<file path="src/rtl/bus_ctrl_pkg.sv">
`default_nettype none
// ---------------------------------------------------------------------------
// bus_ctrl_pkg : bus source/destination codes, command kinds, sequencer states
// Revision 1.0
// ---------------------------------------------------------------------------
package bus_ctrl_pkg;

  localparam int SRC_R0     = 0;
  localparam int SRC_R1     = 1;
  localparam int SRC_R2     = 2;
  localparam int SRC_R3     = 3;
  localparam int SRC_R4     = 4;
  localparam int SRC_R5     = 5;
  localparam int SRC_R6     = 6;
  localparam int SRC_R7     = 7;
  localparam int SRC_R8     = 8;
  localparam int SRC_R9     = 9;
  localparam int SRC_R10    = 10;
  localparam int SRC_R11    = 11;
  localparam int SRC_R12    = 12;
  localparam int SRC_R13    = 13;
  localparam int SRC_R14    = 14;
  localparam int SRC_R15    = 15;
  localparam int SRC_HI     = 16;
  localparam int SRC_LO     = 17;
  localparam int SRC_ZHI    = 18;
  localparam int SRC_ZLO    = 19;
  localparam int SRC_PC     = 20;
  localparam int SRC_MDR    = 21;
  localparam int SRC_C      = 22;
  localparam int SRC_INPORT = 23;
  localparam int NUM_SRC    = 24;

  localparam int DEST_HI    = 16;
  localparam int DEST_LO    = 17;
  localparam int NUM_DEST   = 18;

  typedef enum logic [1:0] {
    KIND_MOVE = 2'd0,
    KIND_ALU  = 2'd1,
    KIND_WIDE = 2'd2,
    KIND_RSVD = 2'd3
  } cmd_kind_e;

  typedef enum logic [2:0] {
    ST_IDLE  = 3'd0,
    ST_MOVE  = 3'd1,
    ST_OPA   = 3'd2,
    ST_OPB   = 3'd3,
    ST_WB_LO = 3'd4,
    ST_WB_HI = 3'd5,
    ST_ERR   = 3'd6
  } state_e;

endpackage
`default_nettype wire

</file>
<file path="src/rtl/bus_src_decoder.sv">
`default_nettype none
// ---------------------------------------------------------------------------
// bus_src_decoder : binary code to one-hot enable; codes >= OUT_W give zero
// Revision 1.0
// ---------------------------------------------------------------------------
module bus_src_decoder
  import bus_ctrl_pkg::*;
#(
  parameter int IN_W  = 5,
  parameter int OUT_W = NUM_SRC
) (
  input  logic             en_i,
  input  logic [IN_W-1:0]  code_i,
  output logic [OUT_W-1:0] onehot_o
);

  for (genvar g = 0; g < OUT_W; g++) begin : g_bit
    assign onehot_o[g] = en_i && (code_i == IN_W'(g));
  end

endmodule
`default_nettype wire

</file>
<file path="src/rtl/bus_transfer_sequencer.sv">
`default_nettype none
// ---------------------------------------------------------------------------
// bus_transfer_sequencer : steps one register-transfer command over the bus
// Revision 1.0
// ---------------------------------------------------------------------------
module bus_transfer_sequencer
  import bus_ctrl_pkg::*;
#(
  parameter int SRC_W    = 5,
  parameter int ALU_OP_W = 5
) (
  input  logic                clock,
  input  logic                reset_n,
  input  logic                cmd_valid,
  output logic                cmd_ready,
  input  logic [1:0]          cmd_kind,
  input  logic [SRC_W-1:0]    cmd_src_a,
  input  logic [SRC_W-1:0]    cmd_src_b,
  input  logic [SRC_W-1:0]    cmd_dest,
  input  logic [ALU_OP_W-1:0] cmd_alu_op,
  input  logic                abort,
  output logic [NUM_SRC-1:0]  src_out,
  output logic                y_in,
  output logic                z_in,
  output logic [NUM_DEST-1:0] dest_in,
  output logic [ALU_OP_W-1:0] alu_op,
  output logic                done,
  output logic                err
);

  state_e                state_q, state_d;
  cmd_kind_e             kind_q, kind_d, kind_in;
  logic [SRC_W-1:0]      src_a_q, src_a_d, src_b_q, src_b_d, dest_q, dest_d;
  logic [ALU_OP_W-1:0]   alu_op_q, alu_op_d;
  logic                  accept, cmd_ok;
  logic                  src_en, dest_en;
  logic [SRC_W-1:0]      src_sel, dest_sel;
  logic [NUM_SRC-1:0]    src_dec, src_out_q;
  logic [NUM_DEST-1:0]   dest_dec, dest_in_q;
  logic                  y_d, z_d, done_d, err_d;
  logic                  y_q, z_q, done_q, err_q;

  assign kind_in   = cmd_kind_e'(cmd_kind);
  assign cmd_ready = (state_q == ST_IDLE) && !abort;
  assign accept    = cmd_valid && cmd_ready;

  assign cmd_ok = (kind_in != KIND_RSVD)
               && (cmd_src_a < SRC_W'(NUM_SRC))
               && ((kind_in == KIND_WIDE) || (cmd_dest < SRC_W'(NUM_DEST)))
               && ((kind_in == KIND_MOVE) || (cmd_src_b < SRC_W'(NUM_SRC)));

  always_comb begin
    state_d  = state_q;
    kind_d   = kind_q;
    src_a_d  = src_a_q;
    src_b_d  = src_b_q;
    dest_d   = dest_q;
    alu_op_d = alu_op_q;

    if (abort) begin
      state_d = ST_IDLE;
    end else begin
      case (state_q)
        ST_IDLE: begin
          if (accept) begin
            kind_d   = kind_in;
            src_a_d  = cmd_src_a;
            src_b_d  = cmd_src_b;
            dest_d   = cmd_dest;
            alu_op_d = cmd_alu_op;
            if (!cmd_ok)                    state_d = ST_ERR;
            else if (kind_in == KIND_MOVE)  state_d = ST_MOVE;
            else                            state_d = ST_OPA;
          end
        end
        ST_OPA:   state_d = ST_OPB;
        ST_OPB:   state_d = ST_WB_LO;
        ST_WB_LO: state_d = (kind_q == KIND_WIDE) ? ST_WB_HI : ST_IDLE;
        default:  state_d = ST_IDLE;
      endcase
    end
  end

  // Outputs are decoded from the next state so that they are registered
  // together with it and appear in the same cycle as the state they describe.
  always_comb begin
    src_en   = 1'b0;
    src_sel  = src_a_d;
    dest_en  = 1'b0;
    dest_sel = dest_d;
    y_d      = 1'b0;
    z_d      = 1'b0;
    done_d   = 1'b0;
    err_d    = 1'b0;
    case (state_d)
      ST_MOVE: begin
        src_en  = 1'b1;
        dest_en = 1'b1;
        done_d  = 1'b1;
      end
      ST_OPA: begin
        src_en = 1'b1;
        y_d    = 1'b1;
      end
      ST_OPB: begin
        src_en  = 1'b1;
        src_sel = src_b_d;
        z_d     = 1'b1;
      end
      ST_WB_LO: begin
        src_en  = 1'b1;
        src_sel = SRC_W'(SRC_ZLO);
        dest_en = 1'b1;
        if (kind_d == KIND_WIDE) begin
          dest_sel = SRC_W'(DEST_LO);
        end else begin
          done_d = 1'b1;
        end
      end
      ST_WB_HI: begin
        src_en   = 1'b1;
        src_sel  = SRC_W'(SRC_ZHI);
        dest_en  = 1'b1;
        dest_sel = SRC_W'(DEST_HI);
        done_d   = 1'b1;
      end
      ST_ERR:  err_d = 1'b1;
      default: ;
    endcase
  end

  bus_src_decoder #(.IN_W(SRC_W), .OUT_W(NUM_SRC)) u_src_dec (
    .en_i     (src_en),
    .code_i   (src_sel),
    .onehot_o (src_dec)
  );

  bus_src_decoder #(.IN_W(SRC_W), .OUT_W(NUM_DEST)) u_dest_dec (
    .en_i     (dest_en),
    .code_i   (dest_sel),
    .onehot_o (dest_dec)
  );

  always_ff @(posedge clock or negedge reset_n) begin
    if (!reset_n) state_q <= ST_IDLE;
    else          state_q <= state_d;
  end

  always_ff @(posedge clock or negedge reset_n) begin
    if (!reset_n) begin
      kind_q    <= KIND_MOVE;
      src_a_q   <= '0;
      src_b_q   <= '0;
      dest_q    <= '0;
      alu_op_q  <= '0;
      src_out_q <= '0;
      dest_in_q <= '0;
      y_q       <= 1'b0;
      z_q       <= 1'b0;
      done_q    <= 1'b0;
      err_q     <= 1'b0;
    end else begin
      kind_q    <= kind_d;
      src_a_q   <= src_a_d;
      src_b_q   <= src_b_d;
      dest_q    <= dest_d;
      alu_op_q  <= alu_op_d;
      src_out_q <= src_dec;
      dest_in_q <= dest_dec;
      y_q       <= y_d;
      z_q       <= z_d;
      done_q    <= done_d;
      err_q     <= err_d;
    end
  end

  assign src_out = src_out_q;
  assign dest_in = dest_in_q;
  assign y_in    = y_q;
  assign z_in    = z_q;
  assign done    = done_q;
  assign err     = err_q;
  assign alu_op  = alu_op_q;

endmodule
`default_nettype wire

</file>
<file path="config.mk">
export PLATFORM = sky130hd
export DESIGN_NAME = bus_transfer_sequencer
export DESIGN_NICKNAME = d
export VERILOG_FILES = /design/src/rtl/bus_ctrl_pkg.sv /design/src/rtl/bus_src_decoder.sv /design/src/rtl/bus_transfer_sequencer.sv
export SDC_FILE = /design/constraint.sdc
export NUM_CORES = 1
export LEC_CHECK = 0
export ABC_CLOCK_PERIOD_IN_PS = 3200
export BUFFER_PORTS_ARGS = -buffer_cell sky130_fd_sc_hd__buf_4
export CAP_MARGIN = 20
export CORE_MARGIN = 5
export CORE_UTILIZATION = 54
export CTS_BUF_LIST = sky130_fd_sc_hd__clkbuf_8
export DETAILED_ROUTE_END_ITERATION = 10
export GPL_TIMING_DRIVEN = 0
export PLACE_DENSITY = 0.9
export SLEW_MARGIN = 20
export SYNTH_ARGS = -nofsm -noshare
export SYNTH_HDL_FRONTEND = slang
export SYNTH_HIERARCHICAL = 1
export SYNTH_SLANG_ARGS = --single-unit
</file>
<file path="constraint.sdc">
create_clock -name clock -period 3.2 [get_ports clock]
set_input_delay 0.48 -clock clock [delete_from_list [all_inputs] [get_ports clock]]
set_output_delay 0.48 -clock clock [all_outputs]
set_load 0.02 [all_outputs]
</file>
==> results of run 1 <==
-- final cells by class --
type,instances,share of cell area [%]
flip-flops and latches,71,48.1
multi-input cells,146,26.7
repair buffers,77,15.7
clock buffers,10,3.73
well taps,70,2.37
clock inverters,5,2.24
plain buffers,4,0.814
inverters,3,0.339
-- Yosys cell counts --
master / number / area share [%]
nand2_4: 1 / 0.40
mux2_2: 16 / 6.4
a22o_1: 2 / 0.63
nand4bb_1: 6 / 2.4
nor4b_1: 3 / 0.94
o21ai_0: 4 / 0.71
o221ai_1: 1 / 0.31
and4_1: 1 / 0.31
nand2b_1: 5 / 1.1
and3_1: 3 / 0.67
a21o_1: 3 / 0.80
a211o_1: 1 / 0.31
o21bai_1: 1 / 0.27
a31oi_1: 1 / 0.22
o31ai_1: 2 / 0.54
o32a_1: 1 / 0.36
nor3_2: 1 / 0.36
dfrtp_1: 71 / 63
nand4b_1: 3 / 0.94
nor3_1: 5 / 0.89
nor2_1: 50 / 6.7
nor2b_1: 2 / 0.45
nor2_2: 1 / 0.22
clkbuf_1: 2 / 0.27
o221a_2: 2 / 0.80
or4_4: 1 / 0.40
a211oi_1: 4 / 1.1
mux2_4: 3 / 1.6
inv_1: 2 / 0.27
or4b_1: 1 / 0.36
a311oi_1: 1 / 0.31
nand3_1: 1 / 0.18
a21boi_1: 3 / 0.80
clkinv_2: 1 / 0.18
buf_6: 2 / 0.80
a21oi_1: 5 / 0.89
xor2_1: 1 / 0.31
or2_2: 2 / 0.45
or4bb_1: 1 / 0.40
nand2_1: 7 / 0.94
or4b_4: 1 / 0.49
-- worst max-delay path: cells and delay by family (launching register included) --
kind                   cells  cell delay [ps]
AND/OR/NAND/NOR            4             1420
buffers and inverters      2              290
flip-flops                 1              480
AO/OA/AOI/OAI              2              680
-- cells by family after synthesis --
kind of cell	after synthesis	synth area share (%)
AO/OA/AOI/OAI	31	8.04
XOR/XNOR	1	0.313
buffers and inverters	7	1.52
flip-flops	71	63.4
multiplexers	19	8.04
AND/OR/NAND/NOR	95	18.6
-- routing by layer --
metal  part of all wire (%)  track usage (%)
met5                      0                0
met4                    1.2             10.1
met3                    6.2             3.40
met2                     51             33.4
met1                     41             25.5
-- registers in the layout, indices dropped and copies added, names as in the netlist --
register	flops
dest_in	18
err	1
src_a_q	5
dest_q	5
done	1
y_in	1
src_out	24
z_in	1
src_b_q	5
kind_q	2
alu_op	5
state_q	3
-- worst max path at each step --
stage                          from                    to  slack, ps  cells after the start
6_report       state_q[2]$_DFF_PN0_  dest_in[3]$_DFF_PN0_        250                      8
3_3_place_gp            cmd_dest[3]  src_out[3]$_DFF_PN0_        200                      7
4_1_cts        state_q[2]$_DFF_PN0_  src_out[1]$_DFF_PN0_        160                      6
2_1_floorplan  state_q[2]$_DFF_PN0_  src_out[3]$_DFF_PN0_        590                      9
3_5_place_dp            cmd_dest[3]  src_out[1]$_DFF_PN0_        110                      7
5_1_grt        state_q[2]$_DFF_PN0_  src_out[1]$_DFF_PN0_        100                      9
-- power by group through the flow --
stage | clock network (mW) | registers [mW] | logic, mW
finish | 0.784 | 1.03 | 0.479
global route | 0.836 | 1.03 | 0.522
CTS | 0.790 | 1.03 | 0.479
detailed placement | 0 | 1.04 | 0.478
global placement | 0 | 1.04 | 0.459
floorplan | 0 | 1.06 | 0.284
-- stage by stage --
step | util, % | total power, mW
after floorplan | - | 1.35
after global placement | 68.3 | 1.49
after detailed placement | 68.3 | 1.52
after CTS | 72.6 | 2.30
after global routing | 72.7 | 2.39
final | 72.7 | 2.29
-- what timing repair did --
action | in CTS | in global routing
gates resized for setup | 0 | 1
hold endpoints to repair | 0 | 0
setup endpoints to repair | 0 | 3
setup buffers | 0 | 0
==> flow_metrics.py, run 1 <==
metrics = {
    "outcome": {
        "status": "complete, no violations",
    },
    "global_route": {
        "grt_pass1_wl_um": 9930,
        "antenna_found_initial": 0,
        "grt_pass1_vias": 2013,
        "track_usage_pct": 20.2,
        "grt_max_degree": 72,
        "grt_overflow": 0,
    },
    "sta": {
        "max-slew-margin-rel_pct": 43.2,
        "tns_ps": 0,
        "timing.final.ws_setup_ps": 248,
        "whs_ps": 252,
        "slew_viol_final": 0,
        "min_period_ps": 2950,
        "max_freq_mhz": 339,
        "period_share_pct": 92.2,
        "hold_violations": 0,
        "worst_pin_slew_ps": 845,
        "setup_viol": 0,
        "fin_worst_skew_ps": 6.89,
        "rsz0062_at_grt": "no",
    },
    "drt": {
        "via_per_inst": 5.31,
        "ant_nets": 0,
        "first_iter_violations": 116,
        "wirelength_um": 6260,
        "drc_errors": 0,
        "drt_first_pass_iters": 4,
        "wl_per_cell_um": 16.2,
        "vias": 2050,
    },
    "pwr": {
        "powerDensity_nw_per_um2": 621,
        "clkPwrFrac_pct": 34.2,
        "p_seq_share_pct": 44.9,
        "p_sw_uw": 639,
        "p_int_mw": 1.65,
        "power_frac_comb_pct": 20.9,
        "ir_drop_mv": 0.340,
        "netSwitchingFraction_pct": 27.9,
        "leakage_nw": 1.85,
    },
    "worst_setup_path": {
        "r2r-start": "state_q[2]$_DFF_PN0_",
        "critPathMaxFanout": 10,
        "cp-end-kind": "flop",
        "r2r-end": "dest_in[3]$_DFF_PN0_",
        "worstPathArrival_ps": 3220,
        "startpoint_type": "flop",
        "crit_slowest_cell": "or4b_4",
        "reg2reg_slack_ps": 250,
        "path_class": "reg -> reg",
        "max_stage_delay_ps": 610,
        "crit_chain": "or4_4 > clkinv_2 > nand2_4 > buf_6 > o221ai_1 > a21boi_1 > or4b_4 > nor2_1",
        "r2r_cells": 8,
        "crit_required_ps": 3470,
    },
    "finish": {
        "antenna_cells": 0,
        "fill_cells": 356,
        "fin_cells": 386,
        "final_nets": 338,
        "multiInputGateArea_um2": 986,
        "syn_to_final_growth_pct": 31.8,
        "fin_area_um2": 3690,
        "final_common_cell": "buf_4",
        "drive_gt1_share_pct": 39.2,
        "seq_area_um2": 1780,
        "mostFrequentLayoutCells": "buf_4 (77), dfrtp_1 (71), nor2_1 (50)",
    },
    "logic_synthesis": {
        "syn_area_um2": 2800,
        "synth_cell_types": 41,
        "avgSynthCellArea_um2": 12.5,
        "syn_inst": 224,
        "ys_seq_area_share_pct": 63.4,
        "synth_fp_nets": 250,
        "yosys_warnings": 6,
        "ys_ff_latch": 71,
    },
    "cts": {
        "cts-root-buf": "clkbuf_8",
        "clk_latency_ps": 340,
        "cts_buffers": 9,
        "hold_buffers": 0,
        "htree_levels": 3,
        "clock-sinks": 71,
        "clk_pin_slew_ps": 70,
        "ctsLongestPathBuffers": 2,
        "cts_tree": "done",
    },
    "placement": {
        "gp_congestion": 0.888,
        "numPortBuffers": 77,
        "place_inst": 371,
        "hpwl_um": 4480,
        "placed_cell_area_um2": 3470,
        "post-place-ws_ps": 111,
    },
    "worst_hold_path": {
        "hp-class": "in -> async",
    },
    "floorplanning": {
        "ios": 78,
        "start_util_pct": 55.2,
        "dieArea_um2": 6730,
        "fp.coreArea_um2": 5070,
        "die_h_um": 82.0,
        "die_w_um": 82.0,
        "std_cell_rows": 26,
    },
    "run": {
        "drv_cap": 0,
    },
}
No activity file was read; power rests on OpenSTA's default activity.
==> inputs of run 2 (changes only) <==
--- a/config.mk
+++ b/config.mk
@@ -5,15 +5,15 @@
 export SDC_FILE = /design/constraint.sdc
 export NUM_CORES = 1
 export LEC_CHECK = 0
-export ABC_CLOCK_PERIOD_IN_PS = 3200
+export ABC_CLOCK_PERIOD_IN_PS = 3350
 export BUFFER_PORTS_ARGS = -buffer_cell sky130_fd_sc_hd__buf_4
 export CAP_MARGIN = 20
 export CORE_MARGIN = 5
-export CORE_UTILIZATION = 54
+export CORE_UTILIZATION = 50
 export CTS_BUF_LIST = sky130_fd_sc_hd__clkbuf_8
 export DETAILED_ROUTE_END_ITERATION = 10
 export GPL_TIMING_DRIVEN = 0
-export PLACE_DENSITY = 0.9
+export PLACE_DENSITY = 0.85
 export SLEW_MARGIN = 20
 export SYNTH_ARGS = -nofsm -noshare
 export SYNTH_HDL_FRONTEND = slang
==> constraint.sdc (replaced) <==
create_clock -name clock -period 3.35 [get_ports clock]
set_input_delay 0.5025 -clock clock [delete_from_list [all_inputs] [get_ports clock]]
set_output_delay 0.5025 -clock clock [all_outputs]
set_load 0.02 [all_outputs]
==> run 2 against run 1 <==
Effect of this change:
- global-route usage is 2.5 points lower
- first-iteration DRC count is 18% higher
- register-to-register slack better by 120 ps
- clock-buffer cell count stayed put
- maximum frequency is 1.1% lower
- worst setup slack better by 120 ps
- utilization is 4.9 points lower
- via count is 1.9% lower
- critical path depth is 2 lower
- total power is 2.1% lower
- die area is 7.0% higher
- clock power is 3.7% higher
- largest cell class unchanged
- largest power group unchanged
==> flow_metrics.py, run 2 (synthesized netlist as in run 1, its figures left out) <==
metrics = {
    "sta": {
        "max_freq_mhz": 335,
        "rsz0062_at_grt": "no",
        "hold_violations": 0,
        "timing.final.ws_setup_ps": 367,
        "fin_worst_skew_ps": 5.41,
        "period_share_pct": 89.0,
        "setup_viol": 0,
        "min_period_ps": 2980,
        "max-slew-margin-rel_pct": 38.7,
        "slew_viol_final": 0,
        "worst_pin_slew_ps": 912,
        "tns_ps": 0,
    },
    "floorplanning": {
        "std_cell_rows": 27,
        "fp.coreArea_um2": 5470,
        "die_w_um": 84.8,
        "ios": 78,
        "dieArea_um2": 7200,
        "die_h_um": 84.8,
        "start_util_pct": 51.2,
    },
    "cts": {
        "hold_buffers": 0,
        "cts_setup_buffers": 0,
        "cts.repair.resized": 0,
        "cts_buffers": 9,
        "cts_tree": "done",
        "ctsLongestPathBuffers": 2,
        "htree_levels": 3,
        "clk_pin_slew_ps": 70,
        "cts-root-buf": "clkbuf_8",
        "clk_latency_ps": 340,
        "clock-sinks": 71,
    },
    "worst_setup_path": {
        "startpoint_type": "flop",
        "startpoint": "state_q[2]$_DFF_PN0_",
        "path_class": "reg -> reg",
        "reg2reg_slack_ps": 370,
        "cp-end-kind": "flop",
        "r2r-end": "src_out[2]$_DFF_PN0_",
        "r2r-start": "state_q[2]$_DFF_PN0_",
        "r2r_cells": 6,
        "crit_required_ps": 3620,
        "critical_path.endpoint": "src_out[2]$_DFF_PN0_",
        "worstPathArrival_ps": 3250,
        "critPathMaxFanout": 8,
    },
    "global_route": {
        "grt_pass1_wl_um": 9960,
        "grt_max_degree": 72,
        "grt_pass1_vias": 2056,
        "track_usage_pct": 17.7,
        "antenna_found_initial": 0,
        "grt_overflow": 0,
    },
    "pwr": {
        "powerDensity_nw_per_um2": 604,
        "power_mw": 2.24,
        "leakage_nw": 1.85,
        "ir_drop_mv": 0.291,
    },
    "finish": {
        "fin_cells": 388,
        "final_common_cell": "buf_4",
        "drive_gt1_share_pct": 38.9,
        "multiInputGateArea_um2": 981,
        "mostFrequentLayoutCells": "buf_4 (77), dfrtp_1 (71), nor2_1 (50)",
        "largest_reg_flops": 24,
        "antenna_cells": 0,
        "seq_area_um2": 1780,
        "syn_to_final_growth_pct": 32.6,
        "final_nets": 338,
        "fill_cells": 407,
    },
    "outcome": {
        "status": "complete, no violations",
    },
    "drt": {
        "ant_nets": 0,
        "via_per_inst": 5.19,
        "drt_first_pass_iters": 4,
        "wirelength_um": 5860,
        "drc_errors": 0,
        "vias": 2012,
        "first_iter_violations": 137,
        "wl_per_cell_um": 15.1,
    },
    "placement": {
        "place_inst": 373,
        "hpwl_um": 4210,
        "post-place-ws_ps": 305,
        "gp_congestion": 0.789,
        "numPortBuffers": 77,
    },
    "worst_hold_path": {
        "hp-class": "in -> async",
    },
    "run": {
        "drv_cap": 0,
    },
}
-- run 2: cell count changes in the layout (fill, tap and decap cells not counted) --
| cell | delta |
|---|---|
| o31ai_2 | -1 |
| clkinv_4 | -1 |
| bufinv_16 | +1 |
| clkinv_2 | -1 |
| clkinvlp_4 | +1 |
| o31ai_1 | +1 |
-- run 2: worst max-delay path, cell delays in order, from the launching register on --
cell     delay [ps]
dfrtp_1         450
or4_4           590
nor2_2          330
a21oi_1         150
o31ai_1         680
or4b_1          580
nor2_1          140
-- run 2: layout make-up --
| cell class | count | share of cell area [%] |
|---|---|---|
| sequential | 71 | 47.9 |
| multi-input combinational | 146 | 26.4 |
| timing repair buffer | 77 | 15.6 |
| clock buffer | 10 | 3.71 |
| clock inverter | 5 | 2.86 |
| tap | 72 | 2.43 |
| buffer | 4 | 0.809 |
| inverter | 3 | 0.337 |
-- run 2: worst min-delay path by stage --
stage / start / end / slack [ps]
after floorplan: reset_n / alu_op[0]$_DFFE_PN0P_ / 210
after global placement: src_a_q[4]$_DFF_PN0_ / src_a_q[4]$_DFF_PN0_ / 460
after detailed placement: src_a_q[1]$_DFF_PN0_ / src_a_q[1]$_DFF_PN0_ / 470
after CTS: reset_n / dest_in[14]$_DFF_PN0_ / 290
after global routing: reset_n / dest_in[10]$_DFF_PN0_ / 350
final: reset_n / dest_in[10]$_DFF_PN0_ / 270
-- run 2: through the flow --
step | instance area, µm² | hold slack [ps] | util (%)
floorplan | 2800 | 207 | -
global placement | 3470 | 459 | 63.4
detailed placement | 3470 | 467 | 63.4
CTS | 3710 | 290 | 67.8
global route | 3710 | 349 | 67.8
finish | 3710 | 274 | 67.8
-- run 2: per-layer routing --
layer	global-route usage [%]	wire length, µm	vias up
met2	29.4	3030	70
met3	3.79	363	11
met4	8.63	103	0
met1	22.0	2370	963
li1	-	-	968
met5	0	0	-
-- run 2: report_power, final --
| part | internal [mW] | switching [mW] | leakage [nW] |
|---|---|---|---|
| Sequential | 0.940 | 0.0369 | 0.942 |
| Clock | 0.512 | 0.302 | 0.119 |
| Combinational | 0.202 | 0.251 | 0.790 |
